`config.mk`:
```
export PLATFORM = sky130hd
export DESIGN_NAME = array_rf_sched
export DESIGN_NICKNAME = d
export VERILOG_FILES = /design/src/rtl/array_rf_sched.sv
export SDC_FILE = /design/constraint.sdc
export NUM_CORES = 1
export LEC_CHECK = 0
export ABC_AREA = 1
export ABC_CLOCK_PERIOD_IN_PS = 3500
export CAP_MARGIN = 20
export CORE_MARGIN = 3
export CORE_UTILIZATION = 52
export DETAILED_ROUTE_END_ITERATION = 16
export PLACE_DENSITY = 0.81
export SETUP_SLACK_MARGIN = 0.02
export SYNTH_ARGS = -nofsm -noshare
export SYNTH_HDL_FRONTEND = slang
export SYNTH_SLANG_ARGS = --single-unit
```
`constraint.sdc`:
```
create_clock -name clk -period 3.5 [get_ports clk]
set_input_delay 0.525 -clock clk [delete_from_list [all_inputs] [get_ports clk]]
set_output_delay 0.525 -clock clk [all_outputs]
set_load 0.005 [all_outputs]
```
`src/rtl/array_rf_sched.sv`:
```
// Refresh scheduler: paces refresh ticks, tracks refresh debt and raises
// normal or urgent refresh requests toward the array state controller.
module array_rf_sched #(
    parameter int unsigned RF_PERIOD_WIDTH = 25,
    parameter int unsigned DEBT_WIDTH      = 4,
    parameter int unsigned MAX_DEBT        = 8,
    parameter int unsigned URGENT_TH       = 4,
    parameter int unsigned IDLE_WIN        = 16
) (
    input  logic                       clk,
    input  logic                       rst_n,
    input  logic                       mc_en,
    input  logic                       rf_period_sel,
    input  logic [RF_PERIOD_WIDTH-1:0] rf_period_0,
    input  logic [RF_PERIOD_WIDTH-1:0] rf_period_1,
    input  logic                       array_idle,
    output logic                       rf_req,
    output logic                       rf_urgent,
    input  logic                       rf_grant,
    input  logic                       rf_done,
    output logic [DEBT_WIDTH-1:0]      rf_debt,
    output logic                       rf_overflow,
    input  logic                       rf_overflow_clr
);

    localparam int unsigned IDLE_W = 8;

    typedef enum logic [1:0] {
        ST_IDLE   = 2'd0,
        ST_PEND   = 2'd1,
        ST_ACTIVE = 2'd2
    } state_e;

    state_e                     state_q, state_d;
    logic [RF_PERIOD_WIDTH-1:0] cnt_q, cnt_d;
    logic [IDLE_W-1:0]          idle_q, idle_d;
    logic [DEBT_WIDTH-1:0]      debt_q, debt_d;
    logic                       ovf_q, ovf_d;

    logic [RF_PERIOD_WIDTH-1:0] period_c;
    logic                       tick_c;
    logic                       done_acc_c;
    logic                       at_max_c;

    // Period compare is live, so a shortened period fires on the next cycle.
    always_comb begin
        period_c   = rf_period_sel ? rf_period_0 : rf_period_1;
        tick_c     = mc_en && (cnt_q >= period_c);
        done_acc_c = rf_done && (state_q == ST_ACTIVE);
        at_max_c   = (debt_q == DEBT_WIDTH'(MAX_DEBT));
    end

    always_comb begin
        cnt_d  = cnt_q;
        idle_d = idle_q;
        if (!mc_en) begin
            cnt_d  = '0;
            idle_d = '0;
        end else begin
            cnt_d = tick_c ? '0 : cnt_q + RF_PERIOD_WIDTH'(1);
            if (!array_idle) begin
                idle_d = '0;
            end else if (idle_q != IDLE_W'(IDLE_WIN)) begin
                idle_d = idle_q + IDLE_W'(1);
            end
        end
    end

    // A tick and an accepted completion in the same cycle cancel out.
    always_comb begin
        debt_d = debt_q;
        if (tick_c && !done_acc_c) begin
            if (!at_max_c) begin
                debt_d = debt_q + DEBT_WIDTH'(1);
            end
        end else if (done_acc_c && !tick_c && (debt_q != '0)) begin
            debt_d = debt_q - DEBT_WIDTH'(1);
        end
        if (!mc_en && ((state_q != ST_ACTIVE) || done_acc_c)) begin
            debt_d = '0;
        end
        ovf_d = (tick_c && !done_acc_c && at_max_c) || (ovf_q && !rf_overflow_clr);
    end

    always_comb begin
        state_d = state_q;
        unique case (state_q)
            ST_IDLE: begin
                if (mc_en && (debt_q != '0)) begin
                    state_d = ST_PEND;
                end
            end
            ST_PEND: begin
                if (!mc_en) begin
                    state_d = ST_IDLE;
                end else if (rf_grant) begin
                    state_d = ST_ACTIVE;
                end
            end
            ST_ACTIVE: begin
                if (rf_done) begin
                    state_d = ST_IDLE;
                end
            end
            default: state_d = ST_IDLE;
        endcase
    end

    always_ff @(posedge clk or negedge rst_n) begin
        if (!rst_n) begin
            state_q <= ST_IDLE;
            cnt_q   <= '0;
            idle_q  <= '0;
            debt_q  <= '0;
            ovf_q   <= 1'b0;
        end else begin
            state_q <= state_d;
            cnt_q   <= cnt_d;
            idle_q  <= idle_d;
            debt_q  <= debt_d;
            ovf_q   <= ovf_d;
        end
    end

    // Request decode uses registered state only; the idle window drops the
    // cycle after array_idle falls because idle_q clears.
    always_comb begin
        rf_urgent   = (state_q == ST_PEND) && (debt_q >= DEBT_WIDTH'(URGENT_TH));
        rf_req      = (state_q == ST_PEND) && (rf_urgent || (idle_q == IDLE_W'(IDLE_WIN)));
        rf_debt     = debt_q;
        rf_overflow = ovf_q;
    end

endmodule

```
==> results.tsv <==
stage	metric	value	unit
timing	rsz0062_at_grt	false	
critical_path	cp-start-kind	primary input	
floorplanning	start_util	54.9	%
routing	routedWlPerCell	13.3	um
synthesis	seq_area_frac_synth	32.5	%
placed_design	pre_cts_ws	-248	ps
synthesis	synth_nets	472	
synthesis	synth_area	3080	um2
synthesis	syn_area_per_cell	8.04	um2
synthesis	synthArstFlopShare	100	%
critical_path	reg2reg_slack	870	ps
critical_path	r2r-end	rf_debt[3]	
routing	ant_nets	0	
flow_run	drv_cap	0	
power	vdd.ir_drop.worst	0.000349	V
timing	fin_crit_sh	85.0	%
final_layout	n_antenna_cell	0	
power	power_density	252	nW/um2
global_route	grt_pass1_wl	12600	um
synthesis	ys_ff_latch	40	
synthesis	ys_types	35	
critical_path	cp-end-kind	flip-flop	
synthesis	synth_top_family_by_area	simple AND/OR/NAND/NOR gates	
floorplanning	core_area	5610	um2
global_route	grt_overflow	0	
final_layout	nets	552	
floorplanning	io_pins	65	
placed_design	gp_congestion	0.905	
synthesis	synthAdderAreaFrac	12.8	%
global_route	antenna_found_initial	0	
clocking	clk_pin_slew	70	ps
timing	worst_pin_slew	877	ps
synthesis	yosysWarnings	0	
routing	drtPass1Iterations	6	
placed_design	place_hpwl	5510	um
critical_path	cp.arrival	3170	ps
routing	drc_errors	0	
floorplanning	fp.dieH	83.0	um
timing	fmax	336	MHz
final_layout	fillerInstances	476	
clocking	clockRootBuffer	clkbuf_8	
clocking	cts_tree	yes	
synthesis	synth_flop_cell	dfrtp_1	
timing	setup_viol	0	
placed_design	io_buffers	64	
synthesis	synth-xor-area-share	5.40	%
clocking	cts-htree-levels	2	
timing	period_needed	2980	ps
outcome	status	finished clean	
min_path	min_path_type	in2async	
synthesis	netlist_instances	383	
routing	drt_iter0_drc	111	
timing	holdWs	349	ps
routing	vias_per_cell	5.26	
clocking	cts_hold_buf	0	
floorplanning	die_w	83.0	um
synthesis	synth_top_area_share	32.5	%
synthesis	post-synth-top-area-cell	dfrtp_1	
floorplanning	dieArea	6880	um2
final_layout	drive_gt1_share	10.1	%
synthesis	synth-edff-count	0	
clocking	clk_latency	300	ps
synthesis	synth_compound_area_share	5.65	%
critical_path	path_class	in2reg	
placed_design	placedCellCount	526	
critical_path	path_max_fanout	6	
clocking	clock_path_buffers	2	
timing	fin_skew	6.56	ps
clocking	cts_sinks	40	
critical_path	r2r_cells	19	
critical_path	required	3690	ps
global_route	grtUsageTotal	21.6	%
floorplanning	rows	27	
final_layout	fin_area	4030	um2
timing	finalHoldViolCount	0	
timing	slew_headroom	41.5	%
timing	drv_slew	0	
timing	setup_ws	524	ps
global_route	grt_start_max_net_pins	41	
critical_path	worstReg2RegStart	cnt_q[8]	
final_layout	synthToLayoutAreaGrowth	30.8	%
clocking	cts_buffers	5	
routing	num_vias	2818	
power	leakagePower	1.91	nW
synthesis	synth-simple-area-share	29.4	%
placed_design	place_area	3880	um2
synthesis	muxShareOfSynthArea	8.17	%
global_route	first_global_vias	2872	
final_layout	post-route-util	71.8	%
final_layout	final_cells	536	
routing	drt-total-wl	7110	um
synthesis	yosys-top-cells-area	dfrtp_1 33%, ha_1 12%, nand2_1 7.9%	
-- cells in the mapped netlist (all sizes together), types with 4 or more instances --
cell	instances
nand2	69
nor3	20
inv	42
xnor2	6
xor2	13
mux2i	24
a21oi	14
o21ai	7
nand4	17
clkbuf	4
ha	30
nand3	13
nor2	61
dfrtp	40
nor4	4
-- cell families (layout without fill, tap and decap cells) --
family / count (synthesis) / in the layout
adder cells (fa/ha/maj): 31 / 31
AO/OA/AOI/OAI: 31 / 31
XOR/XNOR: 19 / 19
AND/OR/NAND/NOR: 188 / 188
buffers and inverters: 49 / 130
multiplexers: 25 / 25
flip-flops: 40 / 40
-- metal layers --
metal	vias to the layer above	wire length [um]	track usage (%)
met2	92	3280	35.2
met3	11	354	3.87
met1	1272	3350	28.4
met4	0	136	8.47
li1	1443	-	-
met5	-	0	0
-- registers in the layout, indices dropped and copies added, names as in the netlist --
signal       count
rf_overflow      1
rf_debt          4
cnt_q           25
idle_q           8
state_q          2
-- worst max-delay path by stage --
stage                             to           from
final                     rf_debt[3]  rf_period_sel
after global routing      rf_debt[3]  rf_period_sel
after CTS                 rf_debt[3]  rf_period_sel
after detailed placement  rf_debt[3]  rf_period_sel
after global placement    rf_debt[3]  rf_period_sel
after floorplan           rf_debt[3]  rf_period_sel
-- layout make-up --
| type | count | area, um2 | area share [%] |
|---|---|---|---|
| clock buffer | 8 | 90.1 | 2.24 |
| inverter | 43 | 161 | 4.01 |
| timing repair buffer | 79 | 759 | 18.9 |
| tap | 72 | 90.1 | 2.24 |
| multi-input combinational | 294 | 1920 | 47.8 |
| sequential | 40 | 1000 | 24.9 |
-- cell usage in the layout, fill, tap and decap left out, types with 2 or more instances in the layout --
master	n
a21o_1	3
a21oi_1	13
a31oi_1	2
buf_2	2
buf_4	12
clkbuf_1	2
clkbuf_8	6
clkdlybuf4s50_1	62
dfrtp_1	40
ha_1	29
inv_1	39
inv_2	3
mux2i_1	24
nand2_1	65
nand2_2	4
nand3_1	9
nand3_2	4
nand4_1	17
nor2_1	56
nor2_2	2
nor2_4	2
nor3_1	16
nor3_2	4
nor3b_1	3
nor4_1	3
o21ai_0	4
o21ai_1	3
o22ai_1	2
xnor2_1	6
xor2_1	13
-- timing repair --
action | 4_1_cts | 5_1_grt
resized for setup | 0 | 9
setup endpoints to repair | 0 | 1
setup buffers | 0 | 1
endpoints found under the hold margin | 0 | 0
-- metrics by stage --
step / power (W) / TNS [ps]
floorplan: 0.000595 / 0
global placement: 0.000694 / -86.0
detailed placement: 0.000702 / -277
CTS: 0.00102 / 0
global route: 0.00107 / 0
finish: 0.00101 / 0
-- report_power, final --
group	internal, W	switching (W)	total [W]
Combinational	0.000113	0.000100	0.000213
Sequential	0.000474	0.00000950	0.000483
Clock	0.000161	0.000157	0.000318
Total	0.000748	0.000267	0.00101
-- critical path, stage by stage --
cell	delay, ps
dlymetal6s2s_1	180
buf_6	170
mux2_2	330
ha_1	280
nand4_1	110
nor2_1	170
nand4_1	160
nand3_2	140
nand3_2	120
ha_4	260
nand2_1	50
nand2_1	60
a31oi_2	160
inv_1	70
nand4_1	110
nand2_1	70
nand2_1	70
nand2_1	50
nand2_1	50
nor2_1	40
No activity file was read; power rests on OpenSTA's default activity.
